## src/rtl/pll_rst_seq.sv

```systemverilog
// -----------------------------------------------------------------------------
// pll_rst_seq
//
// Reset and lock supervisor for the PLL that makes the 25 MHz pixel clock.
// The PLL is held in reset for a fixed number of reference cycles. The block
// then waits for lock, requires lock to stay high for a programmable number of
// cycles, and only then releases the system reset. Losing lock while running,
// or failing to lock within the timeout, restarts the whole sequence.
// Everything runs on the 50 MHz board clock, which is also the PLL input.
//
// Optional feature (macro PLL_RST_SEQ_RETRY_LIMIT_EN):
//   After MAX_RETRY consecutive lock timeouts the block parks in a terminal
//   failure state: pll_reset_o stays high and pll_fail_o is raised. Only
//   reset_i leaves that state. Without the macro, timeouts retry forever and
//   pll_fail_o is constant 0.
//
// Ports:
//   clkin_i      in   1  50 MHz reference clock, rising edge only
//   reset_i      in   1  asynchronous active-high block reset
//   pll_lock_i   in   1  PLL lock indicator, asynchronous to clkin_i
//   pll_reset_o  out  1  active-high reset to the PLL
//   sys_rst_o    out  1  active-high system reset (clkin_i domain)
//   ready_o      out  1  PLL locked and system reset released
//   relock_cnt_o out  8  lock losses seen while running, saturates at 255
//   pll_fail_o   out  1  permanent failure flag (retry-limit build only)
// -----------------------------------------------------------------------------
module pll_rst_seq #(
   parameter int RST_HOLD_CYC     = 10,
   parameter int LOCK_TIMEOUT_CYC = 50000,
   parameter int LOCK_STABLE_CYC  = 1024,
   parameter int MAX_RETRY        = 3
) (
   input  logic       clkin_i,
   input  logic       reset_i,
   input  logic       pll_lock_i,
   output logic       pll_reset_o,
   output logic       sys_rst_o,
   output logic       ready_o,
   output logic [7:0] relock_cnt_o,
   output logic       pll_fail_o
);

   // One shared counter serves every timed state, so it is sized for the
   // longest interval.
   localparam int CNT_MAX_A = (RST_HOLD_CYC > LOCK_TIMEOUT_CYC) ? RST_HOLD_CYC : LOCK_TIMEOUT_CYC;
   localparam int CNT_MAX   = (CNT_MAX_A > LOCK_STABLE_CYC) ? CNT_MAX_A : LOCK_STABLE_CYC;
   localparam int CNT_W     = (CNT_MAX > 1) ? $clog2(CNT_MAX) : 1;

   localparam logic [CNT_W-1:0] HOLD_LAST    = CNT_W'(RST_HOLD_CYC - 1);
   localparam logic [CNT_W-1:0] TIMEOUT_LAST = CNT_W'(LOCK_TIMEOUT_CYC - 1);
   localparam logic [CNT_W-1:0] STABLE_LAST  = CNT_W'(LOCK_STABLE_CYC - 1);

   typedef enum logic [2:0] {
      S_RST,
      S_WAIT,
      S_STAB,
`ifdef PLL_RST_SEQ_RETRY_LIMIT_EN
      S_FAIL,
`endif
      S_RUN
   } state_t;

   state_t           state_q, state_d;
   logic [CNT_W-1:0] cnt_q, cnt_d;
   logic [7:0]       relock_q, relock_d;
   logic             sync1_q, lock_s_q;
   logic             pll_reset_q, sys_rst_q, ready_q;

`ifdef PLL_RST_SEQ_RETRY_LIMIT_EN
   localparam logic [3:0] RETRY_LAST = 4'(MAX_RETRY - 1);

   logic [3:0] retry_q, retry_d;
   logic       pll_fail_q;
`endif

   // Next-state logic. The counter free-runs inside a state and is cleared on
   // every transition, so each state times its own interval from zero.
   always_comb begin
      state_d  = state_q;
      cnt_d    = cnt_q + 1'b1;
      relock_d = relock_q;
`ifdef PLL_RST_SEQ_RETRY_LIMIT_EN
      retry_d  = retry_q;
`endif
      case (state_q)
         S_RST: begin
            if (cnt_q == HOLD_LAST) begin
               state_d = S_WAIT;
               cnt_d   = '0;
            end
         end
         S_WAIT: begin
            if (lock_s_q) begin
               state_d = S_STAB;
               cnt_d   = '0;
            end else if (cnt_q == TIMEOUT_LAST) begin
               cnt_d = '0;
`ifdef PLL_RST_SEQ_RETRY_LIMIT_EN
               if (retry_q == RETRY_LAST) begin
                  state_d = S_FAIL;
               end else begin
                  state_d = S_RST;
                  retry_d = retry_q + 4'd1;
               end
`else
               state_d = S_RST;
`endif
            end
         end
         S_STAB: begin
            // Any sampled low throws away the stability count; the lock
            // timeout restarts from zero in S_WAIT.
            if (!lock_s_q) begin
               state_d = S_WAIT;
               cnt_d   = '0;
            end else if (cnt_q == STABLE_LAST) begin
               state_d = S_RUN;
               cnt_d   = '0;
            end
         end
         S_RUN: begin
            cnt_d = '0;
`ifdef PLL_RST_SEQ_RETRY_LIMIT_EN
            retry_d = '0;
`endif
            if (!lock_s_q) begin
               state_d = S_RST;
               if (relock_q != 8'hFF) begin
                  relock_d = relock_q + 8'd1;
               end
            end
         end
`ifdef PLL_RST_SEQ_RETRY_LIMIT_EN
         S_FAIL: begin
            cnt_d = '0;
         end
`endif
         default: begin
            state_d = S_RST;
            cnt_d   = '0;
         end
      endcase
   end

   // State, counters and outputs. Outputs are decoded from the next state so
   // they move on the same edge as the state register.
   always_ff @(posedge clkin_i or posedge reset_i) begin
      if (reset_i) begin
         sync1_q     <= 1'b0;
         lock_s_q    <= 1'b0;
         state_q     <= S_RST;
         cnt_q       <= '0;
         relock_q    <= '0;
         pll_reset_q <= 1'b1;
         sys_rst_q   <= 1'b1;
         ready_q     <= 1'b0;
`ifdef PLL_RST_SEQ_RETRY_LIMIT_EN
         retry_q     <= '0;
         pll_fail_q  <= 1'b0;
`endif
      end else begin
         // Two-flop synchronizer for the asynchronous lock input.
         sync1_q     <= pll_lock_i;
         lock_s_q    <= sync1_q;
         state_q     <= state_d;
         cnt_q       <= cnt_d;
         relock_q    <= relock_d;
`ifdef PLL_RST_SEQ_RETRY_LIMIT_EN
         retry_q     <= retry_d;
         pll_reset_q <= (state_d == S_RST) || (state_d == S_FAIL);
         pll_fail_q  <= (state_d == S_FAIL);
`else
         pll_reset_q <= (state_d == S_RST);
`endif
         sys_rst_q   <= (state_d != S_RUN);
         ready_q     <= (state_d == S_RUN);
      end
   end

   assign pll_reset_o  = pll_reset_q;
   assign sys_rst_o    = sys_rst_q;
   assign ready_o      = ready_q;
   assign relock_cnt_o = relock_q;

`ifdef PLL_RST_SEQ_RETRY_LIMIT_EN
   assign pll_fail_o = pll_fail_q;
`else
   // No terminal state exists in this build, so failure can never be flagged
   // whatever MAX_RETRY is set to.
   localparam bit RETRY_LIMIT_EN = 1'b0;
   assign pll_fail_o = RETRY_LIMIT_EN && (MAX_RETRY > 0);
`endif

endmodule

```

## config.mk

```make
export PLATFORM = sky130hd
export DESIGN_NAME = pll_rst_seq
export DESIGN_NICKNAME = d
export VERILOG_FILES = /design/src/rtl/pll_rst_seq.sv
export SDC_FILE = /design/constraint.sdc
export NUM_CORES = 1
export LEC_CHECK = 0
export CAP_MARGIN = 20
export CORE_ASPECT_RATIO = 1.1
export CORE_MARGIN = 4
export CORE_UTILIZATION = 53
export CTS_BUF_LIST = sky130_fd_sc_hd__clkbuf_4
export DETAILED_ROUTE_END_ITERATION = 8
export PLACE_DENSITY = 0.87
export SYNTH_ARGS = -nofsm -noshare
export SYNTH_HDL_FRONTEND = slang
export SYNTH_SLANG_ARGS = --single-unit
```

## constraint.sdc

```tcl
create_clock -name clkin_i -period 1.8 [get_ports clkin_i]
set_input_delay 0.27 -clock clkin_i [delete_from_list [all_inputs] [get_ports clkin_i]]
set_output_delay 0.27 -clock clkin_i [all_outputs]
set_load 0.01 [all_outputs]
```

==> summary.txt, run 1 <==
grt total ovfl = 0
register area share after synthesis = 50.8%
crit-path max FO = 9
Tot GR Track Use = 18.5%
clk_lat worst skew = 330 ps
# port buffers = 13
Leakage Power = 0.806 nW
Worst Reg-to-Reg Cells = 6
CTS tree = done
standard-cell row count = 20
commonest cells after routing, fill and taps aside = dfrtp_1 (30), a21oi_1 (15), nand2_1 (13), clkdlybuf4s50_1 (13), xnor2_1 (12)
Critical Path Start = cnt_q[0]$_DFF_PP0_
Initial Util = 56.5%
final number of setup-violating endpoints = 0
Slew Limit Fails = 0
r2r startpoint = cnt_q[0]$_DFF_PP0_
fraction of layout cells with a size suffix above 1 = 12.1%
CP arrival = 1940 ps
vias per cell = 5.86
DRC = 0
first-pass GRT wire length = 5430 um
Worst Clk Skew = 9.72 ps
fin crit period = 1740 ps
Die Area = 3930 um^2
Mapped Area = 1580 um^2
synthesis-to-finish area growth = 18.2%
# diodes = 0
Final Cycle Share = 96.4%
nets = 179
Max clock buf depth = 2
drt pass-1 iters = 4
antenna-violating nets left = 0
clk sinks = 32
Ys Warns = 0
hpwl dp = 2100 um
Die Span Y = 65.3 um
Final Power = 1.31 mW
pin count of the biggest net entering global routing = 33
wire per inst = 14.6 um
vias in the first global route = 1254
commonest non-fill, non-tap cell in the layout = dfrtp_1
crit start category = flop
Yosys cell types = 38
initial antenna violation count = 0
die width = 60.1 um
fin util = 66.7%
placed cell count = 197
TritonCTS buffer count = 5
total I/O pin count = 15
worst reg2reg setup slack = 60 ps
Max Freq = 576 MHz
RSZ-0062 raised after global routing = true
1st-iter DRT viols = 50
vias = 1212
Power Density = 702 nW/um^2
# fillers = 222
aggregate routed wire length = 3030 um
Critical Path Sink = cnt_q[3]$_DFF_PP0_
Routability Congestion = 0.873
Non-Filler Instances = 207
worst endpoint required time = 2010 ps
syn_area_per_cell = 10.6 um^2
max-capacitance violation count = 0
Core ar. = 2800 um^2
reg2reg end = cnt_q[3]$_DFF_PP0_
Syn Inst Count = 150
hold violation count in the final report = 0
H-tree levels = 2
register clock-pin slew on the reported worst setup and hold paths = 100 ps
status = finished, final reports clean
Worst setup EP type = flop
Hold Crit Class = input port to asynchronous set/reset pin
worst-case vdd ir drop = 785 uV
Seq cells post-synth = 32
CTS Root Cell = clkbuf_4
Setup Crit Path Kind = flop to flop
==> sequential cells by signal (all words and copies together) (netlist names) <==
name / count
pll_reset_o: 1
ready_o: 1
relock_cnt_o: 8
state_q: 3
cnt_q: 16
sys_rst_o: 1
sync1_q: 1
lock_s_q: 1
==> stage by stage <==
| step | setup TNS [ps] | hold WS (ps) | cell area, um^2 | setup slack (ps) |
|---|---|---|---|---|
| after CTS | 0 | 318 | 1840 | 29.1 |
| after detailed placement | 0 | 337 | 1760 | 40.9 |
| final | 0 | 311 | 1870 | 64.0 |
| after global routing | -93.5 | 354 | 1870 | -31.6 |
| after floorplan | 0 | 301 | 1590 | 66.9 |
| after global placement | 0 | 338 | 1760 | 119 |
==> metal layers <==
layer	vias to the layer above	global-route usage (%)	wire [um]
met5	-	0	0
met4	0	6.09	37
met3	6	6.88	121
met2	29	29.6	1470
met1	598	22.8	1400
li1	579	-	-
==> report_power, final <==
group / switching, mW / internal, mW / total [mW]
Combinational: 0.0324 / 0.0243 / 0.0567
Clock: 0.235 / 0.283 / 0.519
Sequential: 0.0100 / 0.728 / 0.738
==> Yosys cell counts (all sizes together) <==
master   n  share of area, %
dfrtp   30                47
o21a     1              0.47
dfstp    2               3.3
conb     1              0.24
and3     1              0.40
buf      3               1.3
and2b    1              0.47
xor2     9               5.0
a22oi    2               1.6
o221ai   1              0.55
nor2     7               1.7
nor4     2               1.2
nand4    7               3.2
nand2   13               3.1
a21oi   15               4.7
o211ai   2              0.95
and4     5               2.8
and2     1              0.40
ha       3               2.4
o21ai    1              0.32
nor4b    3               1.7
clkbuf   1              0.24
and3b    1              0.55
a41oi    1              0.55
nand2b   1              0.40
nor3     3              0.95
or3      3               1.5
nand3   10               3.2
inv      4              0.95
o211a    1              0.63
nor2b    1              0.40
xnor2   12               6.6
nor3b    2              0.95
==> worst max-delay path, cell delays in order, from the launching register on <==
cell and delay (ps):
dfrtp_1 430, ha_1 240, and4_2 300, nand4_1 160
a22oi_2 220, buf_4 190, a21oi_1 80
==> area by class of cell <==
cell class	count	area, um^2	share of cell area (%)
multi-input cells	111	761	40.7
flip-flops and latches	32	803	42.9
clock buffers	5	37.5	2.01
clock inverters	3	37.5	2.01
repair buffers	19	175	9.36
inverters	4	15.0	0.803
well taps	33	41.3	2.21
==> logic make-up (layout without fill, tap and decap cells) <==
group / Yosys count / count (layout) / synth area share (%)
other: 1 / 2 / 0.237
flip-flops: 32 / 32 / 50.8
buffers and inverters: 8 / 31 / 2.45
adder cells (fa/ha/maj): 3 / 3 / 2.37
XOR/XNOR: 21 / 21 / 11.6
AND/OR/NAND/NOR: 61 / 61 / 22.8
AO/OA/AOI/OAI: 24 / 24 / 9.80
==> repair_timing <==
action / in CTS / in global routing
resized for setup: 0 / 2
setup endpoints to repair: 0 / 17
setup buffers: 0 / 2
hold buffers: 0 / 0
==> how the worst min path moves through the flow <==
stage,from,to,slack (ps)
2_1_floorplan,pll_lock_i,sync1_q$_DFF_PP0_,300
3_3_place_gp,sync1_q$_DFF_PP0_,lock_s_q$_DFF_PP0_,340
3_5_place_dp,sync1_q$_DFF_PP0_,lock_s_q$_DFF_PP0_,340
4_1_cts,reset_i,cnt_q[7]$_DFF_PP0_,320
5_1_grt,reset_i,cnt_q[1]$_DFF_PP0_,350
6_report,reset_i,cnt_q[7]$_DFF_PP0_,310
(Power assumes the default switching activity.)
==> run 2, diff against run 1 <==
--- a/config.mk
+++ b/config.mk
@@ -11,7 +11,8 @@
 export CORE_UTILIZATION = 53
 export CTS_BUF_LIST = sky130_fd_sc_hd__clkbuf_4
 export DETAILED_ROUTE_END_ITERATION = 8
-export PLACE_DENSITY = 0.87
+export DONT_BUFFER_PORTS = 1
+export PLACE_DENSITY = 0.8
 export SYNTH_ARGS = -nofsm -noshare
 export SYNTH_HDL_FRONTEND = slang
 export SYNTH_SLANG_ARGS = --single-unit
==> run 2 against run 1 <==
Register-to-register slack gained 30 ps; via count shrank 4.5%; combinational power shrank 11%; flip-flop and latch count is the same; clock power shrank 22%; critical path depth is the same; worst setup slack gained 31 ps; global-route usage shrank 1.1 points; sequential share of layout area grew 3.3 points; highest routed layer unchanged.
==> summary.txt, run 2 (synthesis gave the netlist of run 1 again) <==
status = finished, final reports clean
setup ws final = 95.2 ps (+31.2 ps)
antenna-violating nets left = 0 (unchanged)
Power Density = 686 nW/um^2 (-2.2%)
final number of setup-violating endpoints = 0 (unchanged)
wire per inst = 15.4 um (+5.1%)
placed cell count = 184 (-6.6%)
CP arrival = 1920 ps (-20 ps)
sequential cell fraction of total power = 62.0% (+5.8 points)
Worst Reg-to-Reg Cells = 6 (unchanged)
Leakage Power = 0.753 nW (-6.6%)
DR top layer = met4
Die Span Y = 65.3 um (unchanged)
hpwl dp = 2100 um (+0.26%)
clk sinks = 32 (unchanged)
fin util = 61.9% (-4.8 points)
standard-cell row count = 20 (unchanged)
worst endpoint required time = 2010 ps (about the same)
Tot GR Track Use = 17.4% (-1.1 points)
reg2reg end = cnt_q[14]$_DFF_PP0_
Die Area = 3930 um^2 (unchanged)
Hold Crit Class = flop to flop
M1 WL = 1190 um (-15%)
Comb pwr share = 4.2% (about the same)
metal2 WL = 1570 um (+6.8%)
total I/O pin count = 15 (unchanged)
drt pass-1 iters = 4 (unchanged)
first-pass GRT wire length = 5040 um (-7.1%)
Critical Path Start = cnt_q[0]$_DFF_PP0_
aggregate routed wire length = 2980 um (-1.5%)
# port buffers = 0 (-13)
register clock-pin slew on the reported worst setup and hold paths = 90 ps (about the same)
synthesis-to-finish area growth = 9.64%
initial antenna violation count = 0 (unchanged)
Routability Congestion = 0.802 (-8.2%)
grt total ovfl = 0 (unchanged)
vias = 1158 (-4.5%)
clk_lat worst skew = 330 ps (about the same)
Final Cycle Share = 94.7% (-1.7 points)
TritonCTS buffer count = 5 (unchanged)
H-tree levels = 2 (unchanged)
DRC = 0 (unchanged)
Seq. cell area = 803 um^2 (unchanged)
Final Power = 1.19 mW (-9.3%)
# diodes = 0 (unchanged)
crit start category = flop
pin count of the biggest net entering global routing = 33 (unchanged)
Slew Limit Fails = 0 (unchanged)
max FFs per register = 16 (unchanged)
vias per cell = 5.97 (+1.9%)
r2r startpoint = cnt_q[0]$_DFF_PP0_
fraction of layout cells with a size suffix above 1 = 13.0% (+0.97 points)
commonest cells after routing, fill and taps aside = dfrtp_1 (30), a21oi_1 (15), nand2_1 (13), xnor2_1 (12), nand3_1 (10)
Clk network pwr share = 33.8% (-5.7 points)
CTS Root Cell = clkbuf_4
vias in the first global route = 1185 (-5.5%)
Core ar. = 2800 um^2 (unchanged)
nets = 166 (-7.3%)
Critical Path Sink = cnt_q[14]$_DFF_PP0_
# fillers = 245 (+10%)
Max Freq = 587 MHz (+1.8%)
1st-iter DRT viols = 26 (-48%)
die width = 60.1 um (unchanged)
switching power = 0.264 mW (-4.9%)
dpl ws = 62.1 ps (+21.2 ps)
CTS tree = done
Initial Util = 56.5% (unchanged)
Most flops, register = cnt_q
internal power = 0.927 mW (-10%)
crit-path max FO = 7 (-2)
Max clock buf depth = 2 (unchanged)
multi-input logic area = 766 um^2 (+0.66%)
Worst Clk Skew = 6.05 ps (-3.67 ps)
Setup Crit Path Kind = flop to flop
Non-Filler Instances = 194 (-6.3%)
Worst setup EP type = flop
max-capacitance violation count = 0 (unchanged)
worst reg2reg setup slack = 100 ps (+30 ps)
hold violation count in the final report = 0 (unchanged)
commonest non-fill, non-tap cell in the layout = dfrtp_1
switching fraction of total power = 22.2% (+1.0 points)
worst-case vdd ir drop = 611 uV (-22%)
fin crit period = 1700 ps (-31.2 ps)
Routed met3 length = 154 um (+27%)
## run 2: cell types whose count changed in the layout (fill, tap and decap cells not counted), sizes merged
| cell | before | now |
|---|---|---|
| bufinv | 1 | 0 |
| clkbuf | 5 | 7 |
| clkinv | 2 | 1 |
| dlygate4sd3 | 0 | 2 |
| clkdlybuf4s50 | 13 | 0 |
| buf | 6 | 4 |
## run 2: cell type report
cell class,count,share of cell area (%)
Sequential cell,32,46.3
Tap cell,33,2.38
Inverter,4,0.865
Multi-Input combinational cell,111,44.1
Clock buffer,7,3.03
Timing Repair Buffer,6,3.10
Clock inverter,1,0.216
## run 2: worst min path at each step
stage	from	end	slack, ps	cells after the start
final	sync1_q$_DFF_PP0_	lock_s_q$_DFF_PP0_	350	0
after global routing	sync1_q$_DFF_PP0_	lock_s_q$_DFF_PP0_	370	0
after CTS	sync1_q$_DFF_PP0_	lock_s_q$_DFF_PP0_	360	0
after detailed placement	reset_i	cnt_q[4]$_DFF_PP0_	270	2
after global placement	reset_i	cnt_q[4]$_DFF_PP0_	260	2
after floorplan	pll_lock_i	sync1_q$_DFF_PP0_	300	0
## run 2: power by group through the flow
| stage | sequential (mW) | combinational, mW | clock [mW] |
|---|---|---|---|
| after floorplan | 0.750 | 0.0356 | 0 |
| after detailed placement | 0.752 | 0.0469 | 0 |
| final | 0.738 | 0.0505 | 0.403 |
| after CTS | 0.738 | 0.0506 | 0.421 |
| after global routing | 0.740 | 0.0590 | 0.464 |
| after global placement | 0.751 | 0.0442 | 0 |
## run 2: per-layer routing
metal | up-vias | GRT usage [%]
met4 | 0 | 7.48
met5 | - | 0
li1 | 557 | -
met2 | 28 | 30.8
met1 | 566 | 18.2
met3 | 7 | 6.09
## run 2: repair_timing
item,4_1_cts,5_1_grt
hold buffers,2,0
gates resized for setup,0,4
buffers inserted,0,0
endpoints found under the setup margin,0,19
endpoints found under the hold margin,31,0
## run 2: worst max-delay path, stage by stage, from the launching register on
cell	delay (ps)
dfrtp_1	430
ha_1	230
and4_2	290
nand4_1	150
a22oi_2	230
buf_4	190
a21oi_1	70
## run 2: through the flow
step	cell area (um^2)	setup TNS [ps]	hold slack [ps]
floorplan	1590	0	301
global placement	1630	0	257
detailed placement	1630	0	267
CTS	1710	0	357
global route	1740	-17.0	368
finish	1740	0	353
==> run 3, diff against run 2 <==
--- a/config.mk
+++ b/config.mk
@@ -12,7 +12,7 @@
 export CTS_BUF_LIST = sky130_fd_sc_hd__clkbuf_4
 export DETAILED_ROUTE_END_ITERATION = 8
 export DONT_BUFFER_PORTS = 1
-export PLACE_DENSITY = 0.8
+export PLACE_DENSITY_LB_ADDON = 0.1
 export SYNTH_ARGS = -nofsm -noshare
 export SYNTH_HDL_FRONTEND = slang
 export SYNTH_SLANG_ARGS = --single-unit
==> run 3 against run 2 <==
Fmax up 0.33%; sequential power about the same; count of clock-buffer cells in the layout down 1; critical path type unchanged; via count down 1.7%; cell count up 1.0%; flip-flop and latch count unchanged; global-route usage down 0.72 points; largest cell class unchanged; register-to-register slack about the same; combinational power up 4.2%.
==> summary.txt, run 3 (synthesis gave the netlist of run 1 again) <==
# port buffers = 0 (unchanged)
status = finished, final reports clean
internal power = 0.908 mW (-2.0%)
wire per inst = 14.4 um (-6.5%)
H-tree levels = 2 (unchanged)
# fillers = 246 (+0.41%)
switching fraction of total power = 22.5% (+0.31 points)
sequential cell fraction of total power = 63.0% (+1.0 points)
max-capacitance violation count = 0 (unchanged)
1st-iter DRT viols = 44 (+69%)
crit-path max FO = 7 (unchanged)
r2r startpoint = cnt_q[0]$_DFF_PP0_
Most flops, register = cnt_q
CTS Root Cell = clkbuf_4
Worst Clk Skew = 9.27 ps (+3.22 ps)
switching power = 0.263 mW (-0.25%)
synthesis-to-finish area growth = 10.5%
DRC = 0 (unchanged)
Hold Slack = 361 ps (+7.67 ps)
CTS tree = done
final number of setup-violating endpoints = 0 (unchanged)
fin crit period = 1700 ps (-5.68 ps)
fraction of layout cells with a size suffix above 1 = 13.5% (+0.45 points)
worst-case vdd ir drop = 529 uV (-13%)
Max clock buf depth = 2 (unchanged)
Die Area = 3930 um^2 (unchanged)
Critical Path Sink = cnt_q[14]$_DFF_PP0_
vias in the first global route = 1108 (-6.5%)
Critical Path Start = cnt_q[0]$_DFF_PP0_
Leakage Power = 0.760 nW (+1.0%)
Die Span Y = 65.3 um (unchanged)
Hold Crit Class = flop to flop
grt total ovfl = 0 (unchanged)
Final Cycle Share = 94.4% (-0.32 points)
fin util = 62.4% (+0.49 points)
Max Freq = 589 MHz (+0.33%)
worst endpoint required time = 2010 ps (about the same)
Final Cell Area = 1750 um^2 (+0.79%)
worst reg2reg setup slack = 100 ps (about the same)
first-pass GRT wire length = 4910 um (-2.7%)
standard-cell row count = 20 (unchanged)
hpwl dp = 2060 um (-1.9%)
Comb pwr share = 4.5% (+0.3 points)
initial antenna violation count = 0 (unchanged)
Initial Util = 56.5% (unchanged)
nets = 168 (+1.2%)
CP arrival = 1900 ps (-20 ps)
# diodes = 0 (unchanged)
Routability Congestion = 0.834 (+4.0%)
RSZ-0062 raised after global routing = true
drt pass-1 iters = 4 (unchanged)
Setup Total Neg Slack = 0 ps (unchanged)
antenna-violating nets left = 0 (unchanged)
total I/O pin count = 15 (unchanged)
commonest non-fill, non-tap cell in the layout = dfrtp_1
TritonCTS buffer count = 5 (unchanged)
die width = 60.1 um (unchanged)
reg2reg end = cnt_q[14]$_DFF_PP0_
vias = 1138 (-1.7%)
register clock-pin slew on the reported worst setup and hold paths = 90 ps (about the same)
aggregate routed wire length = 2820 um (-5.5%)
Worst setup EP type = flop
commonest cells after routing, fill and taps aside = dfrtp_1 (30), a21oi_1 (15), nand2_1 (13), xnor2_1 (12), nand3_1 (10)
post-place instance area = 1640 um^2 (+0.46%)
pin count of the biggest net entering global routing = 33 (unchanged)
Seq. cell area = 803 um^2 (unchanged)
vias per cell = 5.81 (-2.7%)
clk_lat worst skew = 320 ps (about the same)
Clk network pwr share = 32.5% (-1.3 points)
multi-input logic area = 768 um^2 (+0.33%)
hold violation count in the final report = 0 (unchanged)
Worst Reg-to-Reg Cells = 6 (unchanged)
Slew Limit Fails = 0 (unchanged)
Tot GR Track Use = 16.7% (-0.72 points)
crit start category = flop
clk sinks = 32 (unchanged)
Power Density = 670 nW/um^2 (-2.4%)
Core ar. = 2800 um^2 (unchanged)
max FFs per register = 16 (unchanged)
Setup Crit Path Kind = flop to flop
run 3: cell type report:
cell class / count / share of cell area (%)
Timing Repair Buffer: 8 / 3.93
Inverter: 4 / 0.858
Multi-Input combinational cell: 111 / 43.9
Clock inverter: 2 / 0.429
Sequential cell: 32 / 45.9
Tap cell: 33 / 2.36
Clock buffer: 6 / 2.58
run 3: critical path, cell delays in order (launching register included):
cell and delay (ps):
dfrtp_1 430, ha_1 230, and4_4 280, nand4_1 150
a22oi_2 220, buf_4 190, a21oi_1 80
run 3: stage by stage:
step	power [mW]	std cells	worst slack (ps)
floorplan	0.785	151	66.9
global placement	0.796	185	131
detailed placement	0.798	185	61.9
CTS	1.19	195	38.5
global route	1.24	196	-1.77
finish	1.17	196	101
run 3: power by group through the flow:
| stage | Sequential, mW | Combinational (mW) | Clock [mW] |
|---|---|---|---|
| floorplan | 0.750 | 0.0356 | 0 |
| CTS | 0.738 | 0.0496 | 0.404 |
| finish | 0.738 | 0.0526 | 0.381 |
| detailed placement | 0.752 | 0.0462 | 0 |
| global route | 0.740 | 0.0608 | 0.442 |
| global placement | 0.751 | 0.0445 | 0 |
run 3: how the worst min path moves through the flow:
| stage | slack, ps | to | cells past startpoint | start |
|---|---|---|---|---|
| after global routing | 380 | lock_s_q$_DFF_PP0_ | 0 | sync1_q$_DFF_PP0_ |
| after floorplan | 300 | sync1_q$_DFF_PP0_ | 0 | pll_lock_i |
| after global placement | 260 | cnt_q[2]$_DFF_PP0_ | 2 | reset_i |
| final | 360 | lock_s_q$_DFF_PP0_ | 0 | sync1_q$_DFF_PP0_ |
| after CTS | 370 | lock_s_q$_DFF_PP0_ | 0 | sync1_q$_DFF_PP0_ |
| after detailed placement | 270 | cnt_q[6]$_DFF_PP0_ | 2 | reset_i |
run 3: timing repair:
action                                  in CTS  in global routing
resized for setup                            0                  5
hold endpoints to repair                    31                  0
hold buffers                                 2                  0
endpoints found under the setup margin       0                 14
buffers inserted                             0                  1
run 3: per-layer routing:
metal  vias to the layer above  share of wire, %  track usage [%]
met2                        19                53             28.8
met3                         6               3.8             6.09
li1                        557                 -                -
met4                         0               1.5             5.54
met1                       556                41             18.7
met5                         -                 0                0
